==> src/rtl/uart_pkg.sv <==
// Shared defaults and launch-FSM state encoding for the UART transmit FIFO.
// Latency: n/a (types and constants only).
// Backpressure: n/a.
package uart_pkg;

    localparam int DATA_W_DEF = 8;
    localparam int DEPTH_DEF  = 16;

    typedef enum logic [1:0] {
        ST_IDLE      = 2'd0,
        ST_LAUNCH    = 2'd1,
        ST_WAIT_ACK  = 2'd2,
        ST_WAIT_DONE = 2'd3
    } tx_state_e;

endpackage

==> src/rtl/sync_fifo.sv <==
// Synchronous FIFO: storage, wrapping pointers, registered occupancy flags, sticky overflow.
// Latency: a push is visible on rd_data/empty after one edge; a pop frees the slot after one edge.
// Backpressure: pushes while full are dropped and set overflow; pops while empty are ignored.
module sync_fifo
    import uart_pkg::*;
#(
    parameter int DEPTH  = DEPTH_DEF,
    parameter int DATA_W = DATA_W_DEF,
    localparam int AW    = $clog2(DEPTH),
    localparam int CW    = AW + 1
) (
    input  logic              clk,
    input  logic              reset_n,
    input  logic              wr_en,
    input  logic [DATA_W-1:0] wr_data,
    input  logic              rd_en,
    input  logic              flush,
    output logic [DATA_W-1:0] rd_data,
    output logic              full,
    output logic              empty,
    output logic [CW-1:0]     count,
    output logic              overflow
);

    logic [DATA_W-1:0] mem_q [DEPTH];
    logic [AW-1:0]     wr_ptr_q, wr_ptr_d;
    logic [AW-1:0]     rd_ptr_q, rd_ptr_d;
    logic [CW-1:0]     count_q, count_d;
    logic              full_q, full_d;
    logic              empty_q, empty_d;
    logic              ovf_q, ovf_d;
    logic              push;
    logic              pop;

    // Acceptance uses the registered flags, so a byte pushed into an empty FIFO
    // cannot be popped on the same edge and a pop never makes room for a same-edge push.
    assign push = wr_en && !full_q;
    assign pop  = rd_en && !empty_q;

    // Next-state for pointers, occupancy and overflow; flush wins over push and pop.
    always_comb begin
        wr_ptr_d = wr_ptr_q;
        rd_ptr_d = rd_ptr_q;
        count_d  = count_q;
        ovf_d    = ovf_q;
        if (flush) begin
            wr_ptr_d = '0;
            rd_ptr_d = '0;
            count_d  = '0;
            ovf_d    = 1'b0;
        end else begin
            if (push) wr_ptr_d = wr_ptr_q + AW'(1);
            if (pop)  rd_ptr_d = rd_ptr_q + AW'(1);
            count_d = count_q + CW'(push) - CW'(pop);
            if (wr_en && full_q) ovf_d = 1'b1;
        end
        full_d  = (count_d == CW'(DEPTH));
        empty_d = (count_d == '0);
    end

    // Pointer, count and flag registers.
    always_ff @(posedge clk or negedge reset_n) begin
        if (!reset_n) begin
            wr_ptr_q <= '0;
            rd_ptr_q <= '0;
            count_q  <= '0;
            full_q   <= 1'b0;
            empty_q  <= 1'b1;
            ovf_q    <= 1'b0;
        end else begin
            wr_ptr_q <= wr_ptr_d;
            rd_ptr_q <= rd_ptr_d;
            count_q  <= count_d;
            full_q   <= full_d;
            empty_q  <= empty_d;
            ovf_q    <= ovf_d;
        end
    end

    // Storage write; contents are don't-care until written, so no reset.
    always_ff @(posedge clk) begin
        if (push && !flush) mem_q[wr_ptr_q] <= wr_data;
    end

    assign rd_data  = mem_q[rd_ptr_q];
    assign full     = full_q;
    assign empty    = empty_q;
    assign count    = count_q;
    assign overflow = ovf_q;

endmodule

==> src/rtl/uart_tx_fifo.sv <==
// Byte FIFO feeding a UART transmitter with a one-cycle tx_start launch pulse per byte.
// Latency: push into an idle, empty FIFO with tx_ready high gives tx_start after the next edge.
// Backpressure: launches wait for tx_ready to drop and return high; FIFO drops pushes when full.
module uart_tx_fifo
    import uart_pkg::*;
#(
    parameter int DEPTH  = DEPTH_DEF,
    parameter int DATA_W = DATA_W_DEF
) (
    input  logic                   clk,
    input  logic                   reset_n,
    input  logic                   wr_en,
    input  logic [DATA_W-1:0]      wr_data,
    input  logic                   flush,
    output logic                   full,
    output logic                   empty,
    output logic [$clog2(DEPTH):0] count,
    output logic                   overflow,
    output logic                   tx_start,
    output logic [DATA_W-1:0]      tx_data,
    input  logic                   tx_ready
);

    tx_state_e         state_q, state_d;
    logic              tx_start_q, tx_start_d;
    logic [DATA_W-1:0] tx_data_q, tx_data_d;
    logic [DATA_W-1:0] fifo_head;
    logic              fifo_pop;

    sync_fifo #(
        .DEPTH  (DEPTH),
        .DATA_W (DATA_W)
    ) u_fifo (
        .clk      (clk),
        .reset_n  (reset_n),
        .wr_en    (wr_en),
        .wr_data  (wr_data),
        .rd_en    (fifo_pop),
        .flush    (flush),
        .rd_data  (fifo_head),
        .full     (full),
        .empty    (empty),
        .count    (count),
        .overflow (overflow)
    );

    // Launch FSM: pop head and pulse tx_start, then track the UART busy/idle handshake.
    // A launch is held off during flush so a byte being discarded is never transmitted.
    always_comb begin
        state_d    = state_q;
        tx_start_d = 1'b0;
        tx_data_d  = tx_data_q;
        fifo_pop   = 1'b0;
        case (state_q)
            ST_IDLE: begin
                if (!empty && tx_ready && !flush) begin
                    fifo_pop   = 1'b1;
                    tx_data_d  = fifo_head;
                    tx_start_d = 1'b1;
                    state_d    = ST_LAUNCH;
                end
            end
            ST_LAUNCH:    state_d = ST_WAIT_ACK;
            ST_WAIT_ACK:  if (!tx_ready) state_d = ST_WAIT_DONE;
            ST_WAIT_DONE: if (tx_ready)  state_d = ST_IDLE;
            default:      state_d = ST_IDLE;
        endcase
    end

    // FSM state and registered UART-facing outputs.
    always_ff @(posedge clk or negedge reset_n) begin
        if (!reset_n) begin
            state_q    <= ST_IDLE;
            tx_start_q <= 1'b0;
            tx_data_q  <= '0;
        end else begin
            state_q    <= state_d;
            tx_start_q <= tx_start_d;
            tx_data_q  <= tx_data_d;
        end
    end

    assign tx_start = tx_start_q;
    assign tx_data  = tx_data_q;

endmodule

==> config.mk <==
export PLATFORM = sky130hd
export DESIGN_NAME = uart_tx_fifo
export DESIGN_NICKNAME = d
export VERILOG_FILES = /design/src/rtl/uart_pkg.sv /design/src/rtl/sync_fifo.sv /design/src/rtl/uart_tx_fifo.sv
export SDC_FILE = /design/constraint.sdc
export NUM_CORES = 1
export LEC_CHECK = 0
export ABC_AREA = 1
export ABC_CLOCK_PERIOD_IN_PS = 2880
export CORE_ASPECT_RATIO = 1.25
export CORE_MARGIN = 3
export CORE_UTILIZATION = 40
export CTS_CLUSTER_DIAMETER = 50
export CTS_CLUSTER_SIZE = 24
export DETAILED_ROUTE_END_ITERATION = 7
export GPL_TIMING_DRIVEN = 0
export PLACE_DENSITY = 0.67
export SYNTH_ARGS = -nofsm -noshare
export SYNTH_HDL_FRONTEND = slang
export SYNTH_SLANG_ARGS = --single-unit
==> constraint.sdc <==
create_clock -name clk -period 2.88 [get_ports clk]
set_clock_uncertainty 0.15 [all_clocks]
set_input_delay 0.576 -clock clk [delete_from_list [all_inputs] [get_ports clk]]
set_output_delay 0.576 -clock clk [all_outputs]
set_load 0.05 [all_outputs]
== Word-level counts from Yosys, hierarchy flattened ==
Memories as Yosys holds them, arrays and structs flattened. A register that Yosys moved wholly into a read port is not among the register bits.
Cells that the tools add are included.

* $add $sub $neg: 4
* Eq/ne operators: 7
* Muxes and demuxes: 15
* Reduce and logical (&&, ||, !) cells: 17

{| class="wikitable"
|+ Operator list
! kind !! number
|-
| two-way mux 4 bit || 4
|-
| adder 4 x 1 -> 4 bit (second input constant) || 2
|-
| case mux 2 bit (4 select lines) || 1
|-
| logical AND 1 bit || 6
|-
| two-way mux 1 bit || 6
|-
| two-way mux 2 bit || 3
|-
| inequality test 2 bit (second input constant) || 3
|-
| nonzero test 2 bit || 3
|-
| adder 5 x 1 -> 5 bit || 1
|-
| equality test 5 bit (second input constant) || 1
|-
| zero test 5 bit || 1
|-
| two-way mux 5 bit || 1
|-
| subtractor 5 x 1 -> 5 bit || 1
|-
| equality test 2 bit (second input constant) || 2
|-
| zero test 1 bit || 4
|-
| AND reduction 3 bit || 1
|-
| equality test 2 x 1 -> 1 bit (second input constant) || 1
|-
| zero test 2 bit || 1
|-
| AND reduction 2 bit || 1
|}

* Register bits after elaboration: 19
* RAM bits: 128
* Bits of input ports: 13
* Output and inout bits: 17
* Memories: 1

{| class="wikitable"
|+ Memory list
! name !! words !! width !! read ports !! clocked after memory_dff !! wr ports !! RTL line !! RTL
|-
| u_fifo.mem_q || 16 || 8 || 1 || 1 || 1 || sync_fifo.sv:25 || <nowiki>logic [DATA_W-1:0] mem_q [DEPTH];</nowiki>
|}

== Longest topological paths before layout ==
Gate-level depths: netlist of the first run.

* Depth after elaboration: 9
* Depth in mapped cells: 18
* Mapped depth without buffers: 17

== Cells and area by module ==
Synthesis of the first run repeated with hierarchy kept, for this count alone.

* Cell total of the unflattened synthesis: 715
* Area, all modules: 7030.5 µm²

{| class="wikitable"
|+ By module, submodules not included
! module !! times used !! cells each !! area an instance (µm²) !! sequential area each (µm²)
|-
| sync_fifo || 1 || 657 || 6513.7 || 4245.3
|-
| uart_tx_fifo || 1 || 58 || 516.7 || 275.3
|}

== Least setup slack after synthesis of the first run ==
No wires, ideal clock.

* Kind: input to register
* Start: in flush
* End: reg u_fifo.full_q, in the netlist u_fifo.full
* Arrival time: 2.517 ns
* Setup slack: 0.127 ns
* Cell stages on the path: 17
* Cells stage by stage: buf_2 -> inv_2 -> nand4_1 -> inv_1 -> buf_4 -> ha_1 -> inv_1 -> ha_1 -> inv_1 -> fa_1 -> inv_1 -> nand2_1 -> nand2_1 -> a21oi_1 -> nand2_1 -> nand2_1 -> nor3_1

* Cells in the longest elaborated chain, start to end: 8

{| class="wikitable"
|+ RTL lines
! item !! RTL line !! RTL
|-
| from (decl) || uart_tx_fifo.sv:14 || <nowiki>input logic flush,</nowiki>
|-
| zero test 1 bit || uart_tx_fifo.sv:56 || <nowiki>if (!empty && tx_ready && !flush) begin</nowiki>
|-
| logical AND 1 bit || uart_tx_fifo.sv:56 ||
|-
| two-way mux 1 bit || uart_tx_fifo.sv:56 ||
|-
| two-way mux 1 bit || uart_tx_fifo.sv:54 || <nowiki>case (state_q)</nowiki>
|-
| logical AND 1 bit || sync_fifo.sv:38 || <nowiki>assign pop = rd_en && !empty_q;</nowiki>
|-
| subtractor 5 x 1 -> 5 bit || sync_fifo.sv:54 || <nowiki>count_d = count_q + CW'(push) - CW'(pop);</nowiki>
|-
| two-way mux 5 bit (*) || sync_fifo.sv:46 || <nowiki>if (flush) begin</nowiki>
|-
| equality test 5 bit (*) || sync_fifo.sv:57 || <nowiki>full_d = (count_d == CW'(DEPTH));</nowiki>
|-
| net u_fifo.full_d || sync_fifo.sv:29 || <nowiki>logic full_q, full_d;</nowiki>
|-
| to (signal assigned) || sync_fifo.sv:74 || <nowiki>full_q <= full_d;</nowiki>
|-
| to (decl) || sync_fifo.sv:29 ||
|}

The timed path passes the listed nets; every way through them passes the cells marked *.
A chain may end at the register's enable or synchronous reset.

== Worst setup path after layout of the first run ==
* Start: in tx_ready
* End: reg u_fifo.full_q, in the netlist u_fifo.full

* Cells in the longest elaborated chain, start to end: 8

{| class="wikitable"
|+ RTL lines
! item !! RTL line !! RTL
|-
| from (decl) || uart_tx_fifo.sv:21 || <nowiki>input logic tx_ready</nowiki>
|-
| logical AND 1 bit (2 in a row) || uart_tx_fifo.sv:56 ||
|-
| two-way mux 1 bit || uart_tx_fifo.sv:56 ||
|-
| two-way mux 1 bit || uart_tx_fifo.sv:54 ||
|-
| logical AND 1 bit || sync_fifo.sv:38 ||
|-
| subtractor 5 x 1 -> 5 bit || sync_fifo.sv:54 ||
|-
| two-way mux 5 bit || sync_fifo.sv:46 ||
|-
| net u_fifo.count_d[1] || sync_fifo.sv:28 || <nowiki>logic [CW-1:0] count_q, count_d;</nowiki>
|-
| equality test 5 bit || sync_fifo.sv:57 ||
|-
| net u_fifo.full_d || sync_fifo.sv:29 ||
|}

The timed path passes the listed nets, and every way through them passes these cells.

==> results of run 1 <==
## flip-flops by register name (all words and copies together), names as in the netlist
signal,flops
tx_data,8
tx_start,1
u_fifo.wr_ptr_q,4
u_fifo.overflow,1
u_fifo.count,5
u_fifo.full,1
u_fifo.rd_ptr_q,4
u_fifo.empty,1
u_fifo.mem_q,128
state_q,2
## final timing paths
check	slack, ps	from	to
setup / recovery	100	tx_ready	u_fifo.full$_DFF_PN0_
setup reg to reg	140	state_q[1]$_DFFE_PN0P_	u_fifo.full$_DFF_PN0_
hold / removal	20	reset_n	tx_data[3]$_DFFE_PN0N_
hold reg to reg	330	tx_data[1]$_DFFE_PN0N_	tx_data[1]$_DFFE_PN0N_
min in group clk	310	flush	u_fifo.overflow$_DFFE_PN0P_
max in group asynchronous	2150	reset_n	u_fifo.wr_ptr_q[2]$_DFFE_PN0P_
## cell families (layout without fill, tap and decap cells)
family | Yosys count | after routing | share of synthesized area (%)
AOI/OAI and AO/OA | 15 | 15 | 1.09
xor gates and xnor gates | 3 | 3 | 0.377
adders and majority gates | 15 | 15 | 2.80
buffers and inverters | 161 | 226 | 9.90
DFF | 155 | 155 | 64.8
muxes | 1 | 1 | 0.143
and+or+nand+nor | 348 | 348 | 20.9
## area by class of cell
class,count,area [um^2]
Buffer,28,193
Multi-Input combinational cell,382,1820
Clock buffer,22,528
Sequential cell,155,4520
Timing Repair Buffer,33,310
Inverter,133,502
Fill cell,1563,8740
Clock inverter,10,96.3
Tap cell,220,275
## stage by stage
stage / area [um^2] / power [W] / hold slack, ps / setup TNS, ps
CTS: 8200 / 0.00694 / 300 / 0
finish: 8240 / 0.00694 / 15.6 / 0
detailed placement: 7550 / 0.00465 / 316 / -32350
global route: 8240 / 0.00729 / 53.9 / -40.3
global placement: 7530 / 0.00461 / 313 / -41950
floorplan: 6980 / 0.00404 / 130 / 0
## power groups by stage
stage          Combinational [W]  Sequential (W)  Clock, W
2_1_floorplan            0.00102         0.00302         0
3_3_place_gp             0.00191         0.00270         0
3_5_place_dp             0.00194         0.00271         0
4_1_cts                  0.00197         0.00266   0.00231
5_1_grt                  0.00220         0.00268   0.00242
6_report                 0.00198         0.00266   0.00230
## critical path, stage by stage
cell	delay, ps
clkdlybuf4s50_1	520
nand4_1	140
inv_2	90
buf_6	110
ha_1	220
inv_1	60
ha_2	170
inv_1	50
fa_2	520
nor2_1	50
nor2_1	110
nand3_1	130
nor3_2	210
## cell usage in the layout (no fill, tap or decap), types with 8 or more instances in the layout
cell / instances
ha_1: 13
buf_2: 18
dfrtp_1: 26
nand2_1: 209
buf_4: 10
clkdlybuf4s50_1: 27
nor3_2: 9
edfxtp_1: 128
inv_1: 126
clkbuf_16: 20
nor2_1: 20
nand3_1: 103
a21oi_1: 8
## timing repair
item	CTS	global route
setup buffers	1	3
pin swaps	1	4
resized for setup	5	8
endpoints found under the setup margin	35	19
## metal layers
metal	vias up	wire length, um	GRT usage (%)
li1	2336	-	-
met1	2281	6540	22.0
met2	149	8490	31.2
met3	37	662	3.02
met4	0	847	10.8
met5	-	0	0
==> results_dict.tcl, run 1 <==
set metrics [dict create \
    outcome "complete, no violations" \
    place_congestion 0.952 \
    period_share_pct 96.5 \
    clock_power_share_pct 33.1 \
    netlist_top_cells_area "edfxtp_1 55%, nand2_1 11%, dfrtp_1 9.3%" \
    start_util_pct 41.1 \
    drive_above_1_share_pct 11.0 \
    layout.nets 778 \
    wire_per_inst_um 16.8 \
    antenna_found_initial 0 \
    portBuffers 28 \
    synth_top_cell_by_area "edfxtp_1" \
    die_w_um 124 \
    rsz0062_at_grt "true" \
    place_hpwl_um 11400 \
    clock_path_buffers 2 \
    slew_viol_final 0 \
    period_needed_ps 2780 \
    cts_sinks 155 \
    cts_tree "done" \
    finalHoldViolCount 0 \
    grt_usage_pct 18.5 \
    clock.fmax_mhz 360 \
    synthToLayoutAreaGrowth_pct 18.1 \
    slew_headroom_pct 11.7 \
    syn_area_per_cell_um2 10.0 \
    wirelength_um 16500 \
    synthFlopType "edfxtp_1" \
    grt_pass1_vias 4693 \
    grt_max_degree 28 \
    cts-root-buf "clkbuf_16" \
    setup_viol 0 \
    setup_ws_ps 101 \
    cp_max_fo 4 \
    num_vias 4803 \
    dr.pass1.iters 5 \
    power_switching_w 0.00231 \
    end_kind "flip-flop" \
    synth_edf_count 128 \
    drc 0 \
    arrival_ps 2960 \
    p_int_w 0.00464 \
    synth_most_common_cell "nand2_1" \
    die_area_mm2 0.0191 \
    leakage_nw 3.64 \
    detail-route-antenna-nets 0 \
    combPwrFrac_pct 28.6 \
    synth_top_area_share_pct 55.1 \
    cts.clk_slew.worst_paths_ps 60 \
    h-tree-depth 4 \
    synth_warnings 0 \
    hp-class "in2async" \
    syn-num-nets 726 \
    ios 30 \
    seq_area_frac_synth_pct 64.8 \
    cp.required_ps 3060 \
    rows 53 \
    drt_iter0_drc 390 \
    cts_buffers 17 \
    r2r_cells 14 \
    synthCells 698 \
    synth.distinct_cells 24 \
    diodes 0 \
    final_cells 983 \
    synth_area_mm2 0.00698 \
    cap_viol_max_count 0 \
    critPathKind "in2reg" \
    post-place-cells 947 \
    clk_latency_ps 430 \
    vias_per_cell 4.89 \
    grt_pass1_wl_um 25900 \
    cp-start-kind "primary input" \
    grt_overflow 0 \
    powerDensity_mw_per_mm2 842 \
    synthArstFlopShare_pct 17.4 \
    vdd_drop_max_mv 0.489 \
    ys_seq_elements 155 \
    worstMarginPinSlew_ps 1310 \
    synthTopCellsByCount "209 x nand2_1, 129 x inv_1, 128 x edfxtp_1, 103 x nand3_1, 26 x dfrtp_1" \
    cts_hold_buf 0 \
    final_util_pct 48.5 \
    switching_share_pct 33.2 \
    die_height_um 154 \
    core_area_mm2 0.0170 \
    pre_cts_ws_ps -629 \
    seq_power_share_pct 38.3 \
]
(Power assumes the default switching activity.)
==> inputs of run 2 (changes only) <==
- CORE_UTILIZATION: 40 -> 60
- PLACE_DENSITY: 0.67 -> 0.89
==> results_dict.tcl, run 2 (synthesized netlist as in run 1, its figures left out) <==
set metrics [dict create \
    vdd_drop_max_mv 0.563 \
    cp_max_fo 3 \
    clock.fmax_mhz 363 \
    cts_hold_buf 0 \
    grt_pass1_vias 5238 \
    drt_iter0_drc 644 \
    cts_sinks 155 \
    final_cells 902 \
    final_util_pct 72.3 \
    core_area_mm2 0.0112 \
    num_vias 5253 \
    r2r_cells 14 \
    cp.required_ps 3070 \
    slew_viol_final 0 \
    start_util_pct 62.0 \
    place_hpwl_um 11700 \
    synthToLayoutAreaGrowth_pct 16.6 \
    path_common_cell "ha_1" \
    grt_pass1_wl_um 27200 \
    vias_per_cell 5.82 \
    dr.pass1.iters 6 \
    end_kind "flip-flop" \
    largest_reg_flops 128 \
    grt_overflow 0 \
    rows 43 \
    leakage_nw 3.65 \
    ios 30 \
    cap_viol_max_count 0 \
    clk_latency_ps 430 \
    portBuffers 28 \
    h-tree-depth 4 \
    critPathKind "reg2reg" \
    wire_per_inst_um 19.9 \
    slew_headroom_pct 8.87 \
    regMostFlops "u_fifo.mem_q" \
    powerDensity_mw_per_mm2 859 \
    post-place-cells 862 \
    cts_tree "done" \
    cp-start-kind "flip-flop" \
    worstMarginPinSlew_ps 1360 \
    cts_buffers 17 \
    grt_max_degree 28 \
    diodes 0 \
    die_area_mm2 0.0130 \
    reg2reg_to "u_fifo.full$_DFF_PN0_" \
    pre_cts_ws_ps -590 \
    die_w_um 102 \
    cpPeakStageDelay_ps 510 \
    cts.clk_slew.worst_paths_ps 60 \
    rrSetupSlack_ps 130 \
    cts-root-buf "clkbuf_16" \
    period_share_pct 95.6 \
    arrival_ps 2950 \
    min_path_cells 2 \
    cp_top_family "adder cells" \
    r2r_start "state_q[1]$_DFFE_PN0P_" \
    period_needed_ps 2750 \
    setup_viol 0 \
    drc 0 \
    drive_above_1_share_pct 11.2 \
    detail-route-antenna-nets 0 \
    min_to "u_fifo.overflow$_DFFE_PN0P_" \
    grt_usage_pct 28.9 \
    crit_slowest_cell "fa_2" \
    die_height_um 127 \
    wirelength_um 17900 \
    finalHoldViolCount 0 \
    p_total_w 0.00698 \
    crit_chain "inv_2 > ha_1 > nand4_1 > inv_2 > buf_6 > ha_1 > inv_1 > ha_1 > inv_1 > fa_2 > nor2_1 > nor2_1 > nand3_1 > nor3_2" \
    antenna_found_initial 0 \
    outcome "complete, no violations" \
    crit_buf_inv 5 \
    clock_path_buffers 2 \
    setup_ws_ps 125 \
    layout_common_cells "209 x nand2_1, 128 x edfxtp_1, 126 x inv_1, 103 x nand3_1, 27 x clkdlybuf4s50_1" \
    layout_commonest_cell "nand2_1" \
    timing.hold.ws_ps 314 \
    critPathLaunch "state_q[1]$_DFFE_PN0P_" \
    place_congestion 0.911 \
    layout.nets 782 \
    hold_start "flush" \
    hp-class "in2reg" \
]
==> run 2: cell types whose count changed in the layout (fill, tap and decap cells not counted), moves of 2 or more <==
cell        before  now
clkbuf_8         2    0
clkinvlp_4       0    2
clkbuf_16       20   17
inv_6            2    5
inv_4            3    1
buf_4           10   14
==> run 2: worst max path at each step <==
| stage | endpoint | slack (ps) | cells after the start |
|---|---|---|---|
| global route | u_fifo.empty$_DFF_PN1_ | -30 | 17 |
| detailed placement | u_fifo.mem_q[5][0]$_DFFE_PP_ | -590 | 7 |
| finish | u_fifo.full$_DFF_PN0_ | 130 | 14 |
| floorplan | u_fifo.full$_DFF_PN0_ | 130 | 17 |
| CTS | u_fifo.mem_q[2][1]$_DFFE_PP_ | 30 | 7 |
| global placement | u_fifo.mem_q[10][0]$_DFFE_PP_ | -540 | 7 |
==> run 2: area by class of cell <==
cell class              count  area, um^2
flip-flops and latches    155        4520
fillers                   704        3110
multi-input cells         382        1810
inverters                 133         502
clock buffers              17         425
repair buffers             37         348
plain buffers              28         193
well taps                 135         169
clock inverters            15         164
==> run 2: per-layer routing <==
metal,share of wire [%],routed length (um),vias to the layer above,GRT usage (%)
li1,-,-,2351,-
met1,34,6140,2454,33.6
met2,51,9140,363,49.4
met3,8.8,1570,85,6.16
met4,6.0,1080,0,15.5
met5,0,0,-,0
==> run 2: power breakdown <==
part           leakage, nW  internal [W]  switching, W  total, W
Clock                0.285       0.00129      0.000940   0.00223
Combinational         1.86      0.000673       0.00141   0.00208
Sequential            1.50       0.00258     0.0000904   0.00267
Total                 3.65       0.00454       0.00244   0.00698
==> run 2: what timing repair did <==
item,in CTS,in global routing
gates resized for setup,4,10
setup endpoints to repair,25,35
pin swaps,1,3
setup buffers,1,6
==> run 2: stage by stage <==
| stage | setup TNS (ps) | instance area (um^2) |
|---|---|---|
| floorplan | 0 | 6980 |
| global placement | -29470 | 7430 |
| detailed placement | -37330 | 7430 |
| CTS | 0 | 8050 |
| global route | -52.4 | 8130 |
| finish | 0 | 8130 |
